**src/rtl/dp_sram_2port.sv**
```systemverilog
// True dual-port synchronous SRAM, one clock, read-first ports.
// Zero-fill sweep after reset; port A wins same-address write collisions.
module dp_sram_2port #(
  parameter int DATA_W  = 4,
  parameter int ADDR_W  = 8,
  parameter int OUT_REG = 0
) (
  input  logic              clk,
  input  logic              rst,
  input  logic              cs_a,
  input  logic              we_a,
  input  logic              re_a,
  input  logic [ADDR_W-1:0] addr_a,
  input  logic [DATA_W-1:0] din_a,
  output logic [DATA_W-1:0] dout_a,
  output logic              vld_a,
  input  logic              cs_b,
  input  logic              we_b,
  input  logic              re_b,
  input  logic [ADDR_W-1:0] addr_b,
  input  logic [DATA_W-1:0] din_b,
  output logic [DATA_W-1:0] dout_b,
  output logic              vld_b,
  output logic              busy,
  output logic              coll
);

  localparam int DEPTH = 2 ** ADDR_W;
  localparam logic [0:0] INIT  = 1'b0;
  localparam logic [0:0] READY = 1'b1;
  localparam logic [ADDR_W:0] LAST = (ADDR_W + 1)'(DEPTH - 1);

  logic [0:0]        state;
  logic [ADDR_W:0]   cnt;
  logic [DATA_W-1:0] mem [DEPTH];

  logic              act;
  logic              wr_a;
  logic              wr_b;
  logic              rd_a;
  logic              rd_b;
  logic [DATA_W-1:0] d1_a;
  logic [DATA_W-1:0] d1_b;
  logic              v1_a;
  logic              v1_b;

  assign busy = rst | (state == INIT);
  assign act  = ~busy;
  assign wr_a = act & cs_a & we_a;
  assign wr_b = act & cs_b & we_b;
  assign rd_a = act & cs_a & re_a;
  assign rd_b = act & cs_b & re_b;

  always_ff @(posedge clk) begin
    if (rst) begin
      state <= INIT;
      cnt   <= '0;
    end else if (state == INIT) begin
      cnt <= cnt + 1'b1;
      if (cnt == LAST) state <= READY;
    end
  end

  // B is written first so A's later assignment wins on a shared address
  always_ff @(posedge clk) begin
    if (!rst && state == INIT) begin
      mem[cnt[ADDR_W-1:0]] <= '0;
    end else begin
      if (wr_b) mem[addr_b] <= din_b;
      if (wr_a) mem[addr_a] <= din_a;
    end
  end

  always_ff @(posedge clk) begin
    if (rst) begin
      d1_a <= '0;
      v1_a <= 1'b0;
    end else begin
      v1_a <= rd_a;
      if (act) begin
        if (!cs_a)     d1_a <= '0;
        else if (re_a) d1_a <= mem[addr_a];
      end
    end
  end

  always_ff @(posedge clk) begin
    if (rst) begin
      d1_b <= '0;
      v1_b <= 1'b0;
    end else begin
      v1_b <= rd_b;
      if (act) begin
        if (!cs_b)     d1_b <= '0;
        else if (re_b) d1_b <= mem[addr_b];
      end
    end
  end

  always_ff @(posedge clk) begin
    if (rst) coll <= 1'b0;
    else     coll <= wr_a & wr_b & (addr_a == addr_b);
  end

  generate
    if (OUT_REG != 0) begin : g_oreg
      always_ff @(posedge clk) begin
        if (rst) begin
          dout_a <= '0;
          dout_b <= '0;
          vld_a  <= 1'b0;
          vld_b  <= 1'b0;
        end else begin
          dout_a <= d1_a;
          dout_b <= d1_b;
          vld_a  <= v1_a;
          vld_b  <= v1_b;
        end
      end
    end else begin : g_noreg
      assign dout_a = d1_a;
      assign dout_b = d1_b;
      assign vld_a  = v1_a;
      assign vld_b  = v1_b;
    end
  endgenerate

endmodule

```
**config.mk**
```make
export PLATFORM = sky130hd
export DESIGN_NAME = dp_sram_2port
export DESIGN_NICKNAME = d
export VERILOG_FILES = /design/src/rtl/dp_sram_2port.sv
export SDC_FILE = /design/constraint.sdc
export NUM_CORES = 2
export LEC_CHECK = 0
export BUFFER_PORTS_ARGS = -buffer_cell sky130_fd_sc_hd__buf_2
export CAP_MARGIN = 30
export CELL_PAD_IN_SITES_DETAIL_PLACEMENT = 0
export CELL_PAD_IN_SITES_GLOBAL_PLACEMENT = 1
export CORE_UTILIZATION = 30
export DETAILED_ROUTE_END_ITERATION = 7
export GPL_ROUTABILITY_DRIVEN = 0
export PLACE_DENSITY_LB_ADDON = 0.1
export SETUP_SLACK_MARGIN = 0.02
export SYNTH_ARGS = -nofsm -noshare
export SYNTH_HDL_FRONTEND = slang
export SYNTH_SLANG_ARGS = --single-unit
```
**constraint.sdc**
```tcl
create_clock -name clk -period 3.7 [get_ports clk]
set_input_delay 0.185 -clock clk [delete_from_list [all_inputs] [get_ports clk]]
set_output_delay 0.185 -clock clk [all_outputs]
set_load 0.02 [all_outputs]
```
# Yosys cells after proc, flatten, opt, wreduce, memory -nomap -nowiden

Memories as Yosys holds them, arrays and structs flattened.
Cells that the tools add are included.

Reduce and logical (&&, ||, !) cells: 5
Equality and inequality tests: 4
Mux-type cells: 17
Bitwise gates (word level): 11
$add $sub $neg: 1

Operator list:

| kind                  | number |
|---|---|
| $mux W4               | 5 |
| $mux W1               | 11 |
| $add A9 B1 Y9 const B | 1 |
| $eq A9 B8 Y1 const B  | 1 |
| $and A1 B1 Y1         | 8 |
| $eq A8 B8 Y1          | 1 |
| $mux W8               | 1 |
| $ne A2 B1 Y1 const B  | 2 |
| $reduce_and A2 Y1     | 2 |
| $reduce_or A4 Y1      | 1 |
| $not A1 Y1            | 2 |
| $logic_and A1 B1 Y1   | 1 |
| $logic_not A1 Y1      | 1 |
| $or A1 B1 Y1          | 1 |

Memories kept: 1
Bits in writable memories: 1024
Flip-flop bits (word level): 21

Memory list:

| name | depth | bits a word | rd ports | clocked after memory_dff | write ports | RTL line | text |
|---|---|---|---|---|---|---|---|
| mem  | 256   | 4           | 2        | 0                        | 2           | 35       | `logic [DATA_W-1:0] mem [DEPTH];` |

# Depth between registers and ports, before layout

Depth after elaboration: 10
Depth in mapped cells: 13

# Worst setup path after synthesis

Ideal clock, no wire load.

Path type: flip-flop to flip-flop
Start point: reg state
End point: mem mem[139][0], enable pin
Stages on the path, launching flop included: 10
Clock period less this slack: 2.572 ns
Path buffers: 3
Arrival time: 2.229 ns
Path slack: 1.128 ns
Setup time: 0.343 ns
Cells stage by stage: dfxtp_1 nor2b_1 and3_1 buf_2 clkbuf_1 nand3_1 o21ai_0 nand2_1 clkbuf_1 o22ai_1

RTL lines:

| element                | RTL line | text |
|---|---|---|
| start, declared        | 33       | `logic [0:0] state;` |
| start signal, assigned | 56       | `state <= INIT;` |
| start signal, assigned | 60       | `if (cnt == LAST) state <= READY;` |
| end, declared          | 35       |  |

==> impl_metrics.ini <==
[status]
run_status = completed

[grt]
use_met3 = 0.0473
grt_pass1_wl_um = 398000
first_global_vias = 46800
antenna_found_initial = 11
grt_use_met1 = 0.378
gr-total-overflow = 0
grt_max_degree = 82
grt_usage = 0.274
grt.busiest_layer = met2
met2_usage = 0.429

[sta]
hold_violations = 0
tightestPinTransition_ns = 1.04
clock_skew_ns = 0.0402
rsz0062_at_grt = no
max_freq_ghz = 0.287
period_share = 0.942
layout_min_cycle_time_ns = 3.49
slew_viol_final = 0
whs_ns = 0.0490
relSlewSlack = 0.310
finalSetupViolations = 0
finalSetupTns_ns = 0

[synth]
synth-seq-cells = 1045
mappedNetlistNets = 5463
avgSynthCellArea_sq_um = 11.4
synth_mux_area_frac = 0.212
synth.area.top_cells = edfxtp_1 50%, mux4_2 19%, o21ai_0 8.5%
synth_top_area_share = 0.497
netlist_area_sq_um = 61800
post_synth_xor_area_fraction = 0.00198
syn_inst = 5429
synth_fa_ha_area_frac = 0.000405
ys_warn_count = 0
synthDistinctLibCells = 59
synth_top_family_by_area = multiplexers
async_flop_share = 0
yosysSeqAreaShare = 0.504
synthSimpleGateAreaFrac = 0.104
synthFlopType = edfxtp_1
yosys.area.top_type = edfxtp_1
synth_edf_count = 1024
synth_compound_area_frac = 0.139

[power]
leakagePower_uw = 0.0236
cellPowerDensity_nw_per_um2 = 398
peakVddDrop_mv = 0.482
power.total_uw = 28200

[critical_path]
end_kind = flip-flop
worstPathRequired_ns = 4.14
cp.arrival_ns = 3.93
worst-setup-path-type = flip-flop to flip-flop
crit_path_start_kind = flip-flop
path_max_fanout = 16

[placement]
io_buffers = 43
dp_hpwl_um = 195000
dpl-instance-area_sq_um = 66500

[cells_and_area]
finish.net_count = 5428
final_cell_area_sq_um = 70900
fill_cells = 20100
syn_to_final_growth_pct = 14.7
drive_above_1_share = 0.206

[clock_network]
cts_tree = built
numCtsBuffers = 135
ctsHoldBuffers = 13
clock_sinks = 1045
post_cts_buffers = 0
cts-root-buf = clkbuf_16
cts_resized = 0
clk_pin_slew_ns = 0.06
cts_buffer_depth = 3
insertion_delay_ns = 0.81
htreeDepth = 4

[die]
core_area_sq_um = 205000
die_w_um = 456
die_area_sq_um = 208000
start_util = 0.302
num_rows = 166
ios = 44
dieHeight_um = 456

[flow_run]
maxCapViolations = 0

[route]
initialDrtViolationCount = 5848
vias = 48800
routed_wl_um = 290000
first_pass_iters = 7
antenna_left = 0
drc = 0
via_per_inst = 5.95
wire_per_inst_um = 35.3

[hold_path]
worstHoldPathType = primary input to flip-flop
## state kept, by name, indices dropped and copies added (netlist names)
signal  cells
dout_b      4
state       1
mem      1024
coll        1
cnt         9
vld_b       1
vld_a       1
dout_a      4
## final cells by class
cell class	instances	area, sq um	share of cell area
Sequential cell	1045	31200	0.440
Multi-Input combinational cell	3828	28400	0.401
Timing Repair Buffer	377	3640	0.0514
Clock buffer	169	3610	0.0510
Tap cell	2688	3360	0.0474
Clock inverter	75	634	0.00895
Inverter	7	26.3	0.000371
Antenna cell	8	20.0	0.000282
## report_power, final
part | leakage (uW) | switching [uW] | internal, uW
combinational | 0.0102 | 1570 | 737
sequential | 0.0114 | 11.8 | 12800
clock | 0.00207 | 5520 | 7550
## cell families after synthesis
family          count (synthesis)
compound gates               1541
xor+xnor                       14
fa+ha+maj                       2
buf+inv                       556
flops                        1045
mux                           647
simple gates                 1624
## through the flow
step                instances  setup slack [ns]  utilization
floorplan                5429              1.13            -
global placement         7928             0.102        0.325
detailed placement       7932             0.189        0.325
CTS                      8189             0.170        0.346
global route             8190            0.0351        0.346
finish                   8197             0.213        0.346
## cell usage after synthesis, drive strengths merged, types with 3 or more instances
master  number
inv          7
xor2         5
and3        10
nand3b       5
nand4       13
nor3        11
mux2i      117
clkbuf     416
o21a         3
a21o         3
o31ai        5
a31oi       10
xnor2        9
a22oi      121
edfxtp    1024
a21oi       36
a22o         8
mux4       528
nor2       304
nand3       56
nand2b      14
and2        12
buf        133
o22ai      261
o21ai     1046
nand2     1157
nor2b       20
o211ai      21
or3          6
dfxtp       21
a221oi       5
nor4         6
a211oi       6
## placed cells by master (no fill, tap or decap), drive strengths merged, types with 6 or more instances in the layout
cell type and n:
o21ai 1046, mux4 528, nand4 13, nand2b 14
a21oi 36, a22o 8, xnor2 9, buf 364
bufinv 9, clkinv 49, and2 12, mux2i 117
nor3 11, edfxtp 1024, dlygate4sd3 13, and3 10
nor2b 20, nand2 1157, dfxtp 21, nor2 304
clkinvlp 7, o22ai 261, inv 17, o211ai 21
clkbuf 169, a211oi 6, a31oi 10, nor4 6
or3 6, diode 8, a22oi 121, nand3 56
## worst max-delay path: stages, from the launching register on
cell	delay [ns]
dfxtp_1	0.34
nor2b_1	0.20
buf_4	0.18
nand3_1	0.34
buf_4	0.30
o21ai_0	0.40
nand2_1	0.70
o22ai_1	0.65
## worst paths after layout
| kind | slack [ns] | end | cells after the start | startpoint |
|---|---|---|---|---|
| setup reg to reg | 0.21 | mem[209][1] | 7 | state |
| hold / removal | 0.05 | dout_a[1] | 3 | re_a |
| setup / recovery | 0.21 | mem[209][1] | 7 | state |
| hold reg to reg | 0.49 | cnt[8] | 2 | cnt[8] |
## layer usage
layer | vias up | wire length, um
met1 | 25200 | 124000
met4 | 0 | 11900
met5 | - | 0
met3 | 441 | 21600
li1 | 20800 | -
met2 | 2328 | 132000
(Power assumes the default switching activity.)
